File: src/rtl/spi_pkg.sv
// Shared constants and types for the SPI master/slave loopback.
package spi_pkg;

  localparam int DATA_W  = 12;
  localparam int CLK_DIV = 10;
  localparam int DIV_W   = (CLK_DIV > 1) ? $clog2(CLK_DIV) : 1;
  localparam int CNT_W   = $clog2(DATA_W + 1);

  typedef enum logic {
    IDLE,
    SEND
  } masterState_e;

endpackage

File: src/rtl/spi_master.sv
// SPI master: free-running sclk divider plus a serialiser that shifts a
// captured word out LSB first, changing mosi only on sclk rising ticks.
module spi_master
  import spi_pkg::*;
(
  input  logic              clk,
  input  logic              rst,
  input  logic              i_newd,
  input  logic [DATA_W-1:0] i_din,
  output logic              sclk,
  output logic              o_cs,
  output logic              o_mosi,
  output logic              o_sclkTick
);

  localparam logic [DIV_W-1:0] DIV_LAST = DIV_W'(CLK_DIV - 1);
  localparam logic [CNT_W-1:0] BIT_LAST = CNT_W'(DATA_W);

  logic [DIV_W-1:0]  r_divCnt;
  logic              w_riseTick;

  masterState_e      r_state, w_stateNext;
  logic [DATA_W-1:0] r_data, w_dataNext;
  logic [CNT_W-1:0]  r_bitCnt, w_bitCntNext;
  logic              r_pending, w_pendingNext;
  logic              r_cs, w_csNext;
  logic              r_mosi, w_mosiNext;

  // The tick marks the cycle on which sclk toggles; its direction follows
  // from the current sclk level, so the slave can derive the falling tick.
  assign o_sclkTick = (r_divCnt == DIV_LAST);
  assign w_riseTick = o_sclkTick & ~sclk;
  assign o_cs       = r_cs;
  assign o_mosi     = r_mosi;

  // Divider counts 0..CLK_DIV-1 and toggles sclk on every wrap.
  always_ff @(posedge clk) begin
    if (rst) begin
      r_divCnt <= '0;
      sclk     <= 1'b0;
    end else if (o_sclkTick) begin
      r_divCnt <= '0;
      sclk     <= ~sclk;
    end else begin
      r_divCnt <= r_divCnt + 1'b1;
    end
  end

  // State register for the transmit FSM and its datapath.
  always_ff @(posedge clk) begin
    if (rst) begin
      r_state   <= IDLE;
      r_data    <= '0;
      r_bitCnt  <= '0;
      r_pending <= 1'b0;
      r_cs      <= 1'b1;
      r_mosi    <= 1'b0;
    end else begin
      r_state   <= w_stateNext;
      r_data    <= w_dataNext;
      r_bitCnt  <= w_bitCntNext;
      r_pending <= w_pendingNext;
      r_cs      <= w_csNext;
      r_mosi    <= w_mosiNext;
    end
  end

  // Next-state logic: a request latched in IDLE starts a frame on the next
  // rising tick; requests arriving during SEND are dropped, not queued.
  always_comb begin
    w_stateNext   = r_state;
    w_dataNext    = r_data;
    w_bitCntNext  = r_bitCnt;
    w_pendingNext = r_pending;
    w_csNext      = r_cs;
    w_mosiNext    = r_mosi;
    case (r_state)
      IDLE: begin
        w_csNext   = 1'b1;
        w_mosiNext = 1'b0;
        if (w_riseTick && r_pending) begin
          w_dataNext    = i_din;
          w_csNext      = 1'b0;
          w_mosiNext    = i_din[0];
          w_bitCntNext  = CNT_W'(1);
          w_pendingNext = 1'b0;
          w_stateNext   = SEND;
        end else if (i_newd) begin
          w_pendingNext = 1'b1;
        end
      end
      SEND: begin
        if (w_riseTick) begin
          if (r_bitCnt < BIT_LAST) begin
            w_mosiNext   = r_data[r_bitCnt];
            w_bitCntNext = r_bitCnt + 1'b1;
          end else begin
            w_csNext    = 1'b1;
            w_mosiNext  = 1'b0;
            w_stateNext = IDLE;
          end
        end
      end
      default: w_stateNext = IDLE;
    endcase
  end

endmodule

File: src/rtl/spi_slave.sv
// SPI slave: samples mosi on sclk falling ticks while cs is low and
// assembles an LSB-first word, presenting it with a one-cycle done pulse.
module spi_slave
  import spi_pkg::*;
(
  input  logic              clk,
  input  logic              rst,
  input  logic              i_sclk,
  input  logic              i_sclkTick,
  input  logic              i_cs,
  input  logic              i_mosi,
  output logic [DATA_W-1:0] o_dout,
  output logic              o_done
);

  localparam logic [CNT_W-1:0] RCV_LAST = CNT_W'(DATA_W - 1);

  logic              w_fallTick;
  logic [DATA_W-1:0] r_shift;
  logic [CNT_W-1:0]  r_rcnt;

  // A tick while sclk is still high is the cycle on which sclk falls.
  assign w_fallTick = i_sclkTick & i_sclk;

  // Shift in on falling ticks; the last bit publishes the word and pulses done.
  always_ff @(posedge clk) begin
    if (rst) begin
      r_shift <= '0;
      r_rcnt  <= '0;
      o_dout  <= '0;
      o_done  <= 1'b0;
    end else begin
      o_done <= 1'b0;
      if (i_cs) begin
        r_rcnt <= '0;
      end else if (w_fallTick) begin
        r_shift <= {i_mosi, r_shift[DATA_W-1:1]};
        if (r_rcnt == RCV_LAST) begin
          o_dout <= {i_mosi, r_shift[DATA_W-1:1]};
          o_done <= 1'b1;
          r_rcnt <= '0;
        end else begin
          r_rcnt <= r_rcnt + 1'b1;
        end
      end
    end
  end

endmodule

File: src/rtl/spi_loopback_top.sv
// Loopback top: SPI master wired straight into SPI slave, no extra logic.
module spi_loopback_top
  import spi_pkg::*;
(
  input  logic              clk,
  input  logic              rst,
  input  logic              newd,
  input  logic [DATA_W-1:0] din,
  output logic [DATA_W-1:0] dout,
  output logic              done
);

  logic w_sclk;
  logic w_sclkTick;
  logic w_cs;
  logic w_mosi;

  spi_master m1 (
    .clk        (clk),
    .rst        (rst),
    .i_newd     (newd),
    .i_din      (din),
    .sclk       (w_sclk),
    .o_cs       (w_cs),
    .o_mosi     (w_mosi),
    .o_sclkTick (w_sclkTick)
  );

  spi_slave s1 (
    .clk        (clk),
    .rst        (rst),
    .i_sclk     (w_sclk),
    .i_sclkTick (w_sclkTick),
    .i_cs       (w_cs),
    .i_mosi     (w_mosi),
    .o_dout     (dout),
    .o_done     (done)
  );

endmodule

File: config.mk
export PLATFORM = sky130hd
export DESIGN_NAME = spi_loopback_top
export DESIGN_NICKNAME = d
export VERILOG_FILES = /design/src/rtl/spi_pkg.sv /design/src/rtl/spi_master.sv /design/src/rtl/spi_slave.sv /design/src/rtl/spi_loopback_top.sv
export SDC_FILE = /design/constraint.sdc
export NUM_CORES = 1
export LEC_CHECK = 0
export ABC_AREA = 1
export BUFFER_PORTS_ARGS = -buffer_cell sky130_fd_sc_hd__buf_2
export CORE_AREA = 2 2 68 102
export DETAILED_ROUTE_END_ITERATION = 12
export DIE_AREA = 0 0 70 104
export HOLD_SLACK_MARGIN = 0.06
export REMOVE_ABC_BUFFERS = 1
export SYNTH_ARGS = -nofsm -noshare
export SYNTH_HDL_FRONTEND = slang
export SYNTH_SLANG_ARGS = --single-unit
File: constraint.sdc
create_clock -name clk -period 2.31 [get_ports clk]
set_input_delay 0.1155 -clock clk [delete_from_list [all_inputs] [get_ports clk]]
set_output_delay 0.1155 -clock clk [all_outputs]
set_load 0.01 [all_outputs]
==> summary.md <==
The logs give 0.30 ns for the clock latency of the later-clocked register in the worst-skew pair and 0 for the cts-stage hold buffer count. The die covers 7280 um2. The setup path with the least slack is of type register to register. The final hold violation count is 0, and the final non-filler cell total is 372.

For the worst setup path, the data arrival time is 2.02 ns. Counting flops and latches in the post-synthesis netlist gives 53. The run finished with clean final reports.

The design draws 0.00157 W. For this run, design rule violations remaining after detail routing come to 0. The placeable core area is 6400 um2. Utilization after layout: 0.381. For the number of global-route vias before repair, the log shows 1726. The CTS sink count was 53. TritonCTS built the clock tree.

At the worst endpoint, the required time is 2.51 ns. The clock period minus worst slack is 1.81 ns. For this run, the detailed router's first-pass iteration total came to 4.

The post-CTS clock slew at the launch and capture registers of the worst setup and hold paths was 0.09 ns. The synthesis warning total was 0; the post-placement cell count was 364. The post-placement cell area is 2330 um2, and the sequential element share of the synthesized area is 0.492. The critical path endpoint category is a register. The final design area excluding fillers was 2430 um2. On the final layout, the worst clock skew is 0.00875 ns.

The number of setup buffers added after CTS is 0. The routed wirelength normalized by instance count was 11.2 um; the antenna violation net count after detailed routing was 0. Setup repair after global routing left no endpoint under its margin.

The tools report the number of fill cells as 683. The transition at the pin with the smallest max-transition slack came out at 0.473 ns. The number of gates resized after cts is 0, and the number of violations of the max-capacitance limit is 0.

The first global-routing pass estimated 7450 um of wire. For the half-perimeter wire length of the detailed placement result, the log shows 2940 um. Entering global routing, the biggest net connects 30 pins.

The synthesized netlist cell count is 269. The tools report the initial core utilization as 0.337. After synthesis, the mean cell area works out to 8.01 um2. The congestion estimate from routability-driven global placement came to 0.809.

The startpoint kind of the worst setup timing path is a register. The clock tree buffer depth came out at 2. Type of the worst min-delay path: input port to register. The power density over the cells is 644 nW/um2.

From left edge to right edge, the die measures 70 um. For the number of inserted diodes, the log shows 0. The overall track demand over capacity in global routing was 0.126; the count of final setup violators was 0. CTS placed an instance of sky130_fd_sc_hd__clkbuf_8 at the clock tree root. The share of post-route cells with drive strength above 1 is 0.169, and the peak supply drop is 0.000368 V. The initial antenna violation count was 0; the post-synthesis to final-layout area growth was 13.0%. In the routed layout, each cell is associated on average with a via count of 4.59. The relative slew slack came out at 0.684.

The level count of the clock H-tree is 2. For the total number of vias, the log shows 1706. The netlist area before placement was 2150 um2.

Port buffering added 27 buffers. The number of clock buffers added by TritonCTS is 5. The number of rows in the core area was 36; the final-stage net count was 314. Derived from the worst setup path, the maximum achievable clock frequency is 552 MHz.

The die outline height is 104 um, and the setup total negative slack is 0 ns. In this run, distinct cell masters in the synthesized netlist total 31. The max-slew violation count is 0. The logs give 1.04 nW for the cell leakage power and 78 for the detailed router's first-iteration violation count. The overflow left after global routing is 0, and the total wire length after detailed routing is 4170 um. Final clock period utilization by the worst path: 0.785. For this design the top-level I/O count stands at 28. The critical-path maximum fanout came out at 11.
==> registers in the layout (all words and copies together), names as in the netlist <==
name and cells:
m1.r_data 12, s1.o_dout 12, s1.r_shift 11, m1.r_bitCnt 4, m1.r_divCnt 4, s1.r_rcnt 4, m1.o_cs 1, m1.o_mosi 1
m1.r_pending 1, m1.r_state 1, m1.sclk 1, s1.o_done 1
==> power breakdown <==
| group | internal [W] | switching [W] |
|---|---|---|
| logic | 0.0000256 | 0.0000423 |
| registers | 0.000923 | 0.0000134 |
| clock network | 0.000271 | 0.000293 |
==> cells in the mapped netlist, drive strengths merged <==
cell type | count | share of area
dfxtp | 53 | 0.49
nand2 | 41 | 0.080
nor2 | 34 | 0.073
a21oi | 33 | 0.077
o21ai | 30 | 0.070
inv | 29 | 0.051
nand3 | 21 | 0.051
buf | 5 | 0.020
nor3 | 5 | 0.014
clkbuf | 4 | 0.0070
ha | 4 | 0.023
a211oi | 2 | 0.0070
nand4 | 2 | 0.013
xor2 | 2 | 0.0081
a31oi | 1 | 0.0058
clkinv | 1 | 0.0023
or2 | 1 | 0.0029
xnor2 | 1 | 0.0041
==> layout by cell type (no fill, tap or decap) <==
cell type | synthesis | routed
sky130_fd_sc_hd__inv_1 | 28 | 28
sky130_fd_sc_hd__nor2_4 | 1 | 1
sky130_fd_sc_hd__dfxtp_1 | 53 | 53
sky130_fd_sc_hd__nand2_4 | 2 | 2
sky130_fd_sc_hd__clkbuf_8 | 0 | 7
sky130_fd_sc_hd__buf_4 | 1 | 1
sky130_fd_sc_hd__nor2_1 | 30 | 30
sky130_fd_sc_hd__nand2_2 | 1 | 1
sky130_fd_sc_hd__o21ai_0 | 26 | 26
sky130_fd_sc_hd__nor3_1 | 4 | 4
sky130_fd_sc_hd__nor2_2 | 2 | 2
sky130_fd_sc_hd__ha_1 | 4 | 4
sky130_fd_sc_hd__nand4_4 | 1 | 1
sky130_fd_sc_hd__or2_2 | 1 | 1
sky130_fd_sc_hd__a211oi_1 | 2 | 2
sky130_fd_sc_hd__nand3_2 | 1 | 1
sky130_fd_sc_hd__nand3_1 | 20 | 20
sky130_fd_sc_hd__nand4_1 | 1 | 1
sky130_fd_sc_hd__buf_2 | 2 | 27
sky130_fd_sc_hd__o21ai_1 | 4 | 4
sky130_fd_sc_hd__inv_2 | 1 | 1
sky130_fd_sc_hd__a31oi_2 | 1 | 1
sky130_fd_sc_hd__a21oi_1 | 33 | 33
sky130_fd_sc_hd__xnor2_1 | 1 | 1
sky130_fd_sc_hd__clkinv_2 | 1 | 2
sky130_fd_sc_hd__nor3_2 | 1 | 1
sky130_fd_sc_hd__nand2_1 | 38 | 38
sky130_fd_sc_hd__nor2_8 | 1 | 1
sky130_fd_sc_hd__xor2_1 | 2 | 2
==> layout make-up <==
| cell class | count | area, um2 | area share |
|---|---|---|---|
| clock inverter | 1 | 5.00 | 0.00206 |
| multi-input combinational | 177 | 921 | 0.378 |
| clock buffer | 7 | 96.3 | 0.0396 |
| timing repair buffer | 28 | 143 | 0.0586 |
| tap | 76 | 95.1 | 0.0391 |
| inverter | 30 | 114 | 0.0468 |
| sequential | 53 | 1060 | 0.436 |
==> path summary, 6_finish.rpt <==
kind | slack [ns] | start | end | cells past startpoint
setup / recovery | 0.50 | m1.r_divCnt[0] | m1.r_bitCnt[2] | 8
hold / removal | 0.06 | newd | m1.r_pending | 3
setup reg to reg | 0.50 | m1.r_divCnt[0] | m1.r_bitCnt[2] | 8
hold reg to reg | 0.46 | m1.r_data[10] | m1.r_data[10] | 2
==> layer usage <==
| layer | share of wire | GRT usage |
|---|---|---|
| met5 | 0 | 0 |
| met4 | 0.020 | 0.0632 |
| met3 | 0.035 | 0.0359 |
| met2 | 0.49 | 0.215 |
| met1 | 0.45 | 0.140 |
==> stage by stage <==
stage	setup WS, ns	hold slack [ns]
2_1_floorplan	0.753	0.185
3_3_place_gp	0.566	0.385
3_5_place_dp	0.516	0.389
4_1_cts	0.477	0.0613
5_1_grt	0.303	0.0668
6_report	0.498	0.0640
==> critical path, stage by stage, from the launching register on <==
cell and delay (ns):
sky130_fd_sc_hd__dfxtp_1 0.38, sky130_fd_sc_hd__ha_1 0.24, sky130_fd_sc_hd__nand3_2 0.13, sky130_fd_sc_hd__nor2_2 0.39
sky130_fd_sc_hd__nand2_1 0.21, sky130_fd_sc_hd__inv_2 0.09, sky130_fd_sc_hd__nand2_1 0.07, sky130_fd_sc_hd__xor2_1 0.15
sky130_fd_sc_hd__nor2_1 0.05
==> logic make-up after synthesis <==
| group | count (synthesis) | synth area share |
|---|---|---|
| simple gates | 104 | 0.233 |
| compound gates | 66 | 0.159 |
| flops | 53 | 0.492 |
| buf+inv | 39 | 0.0801 |
| fa+ha+maj | 4 | 0.0232 |
| xor+xnor | 3 | 0.0122 |
(Power assumes the default switching activity.)
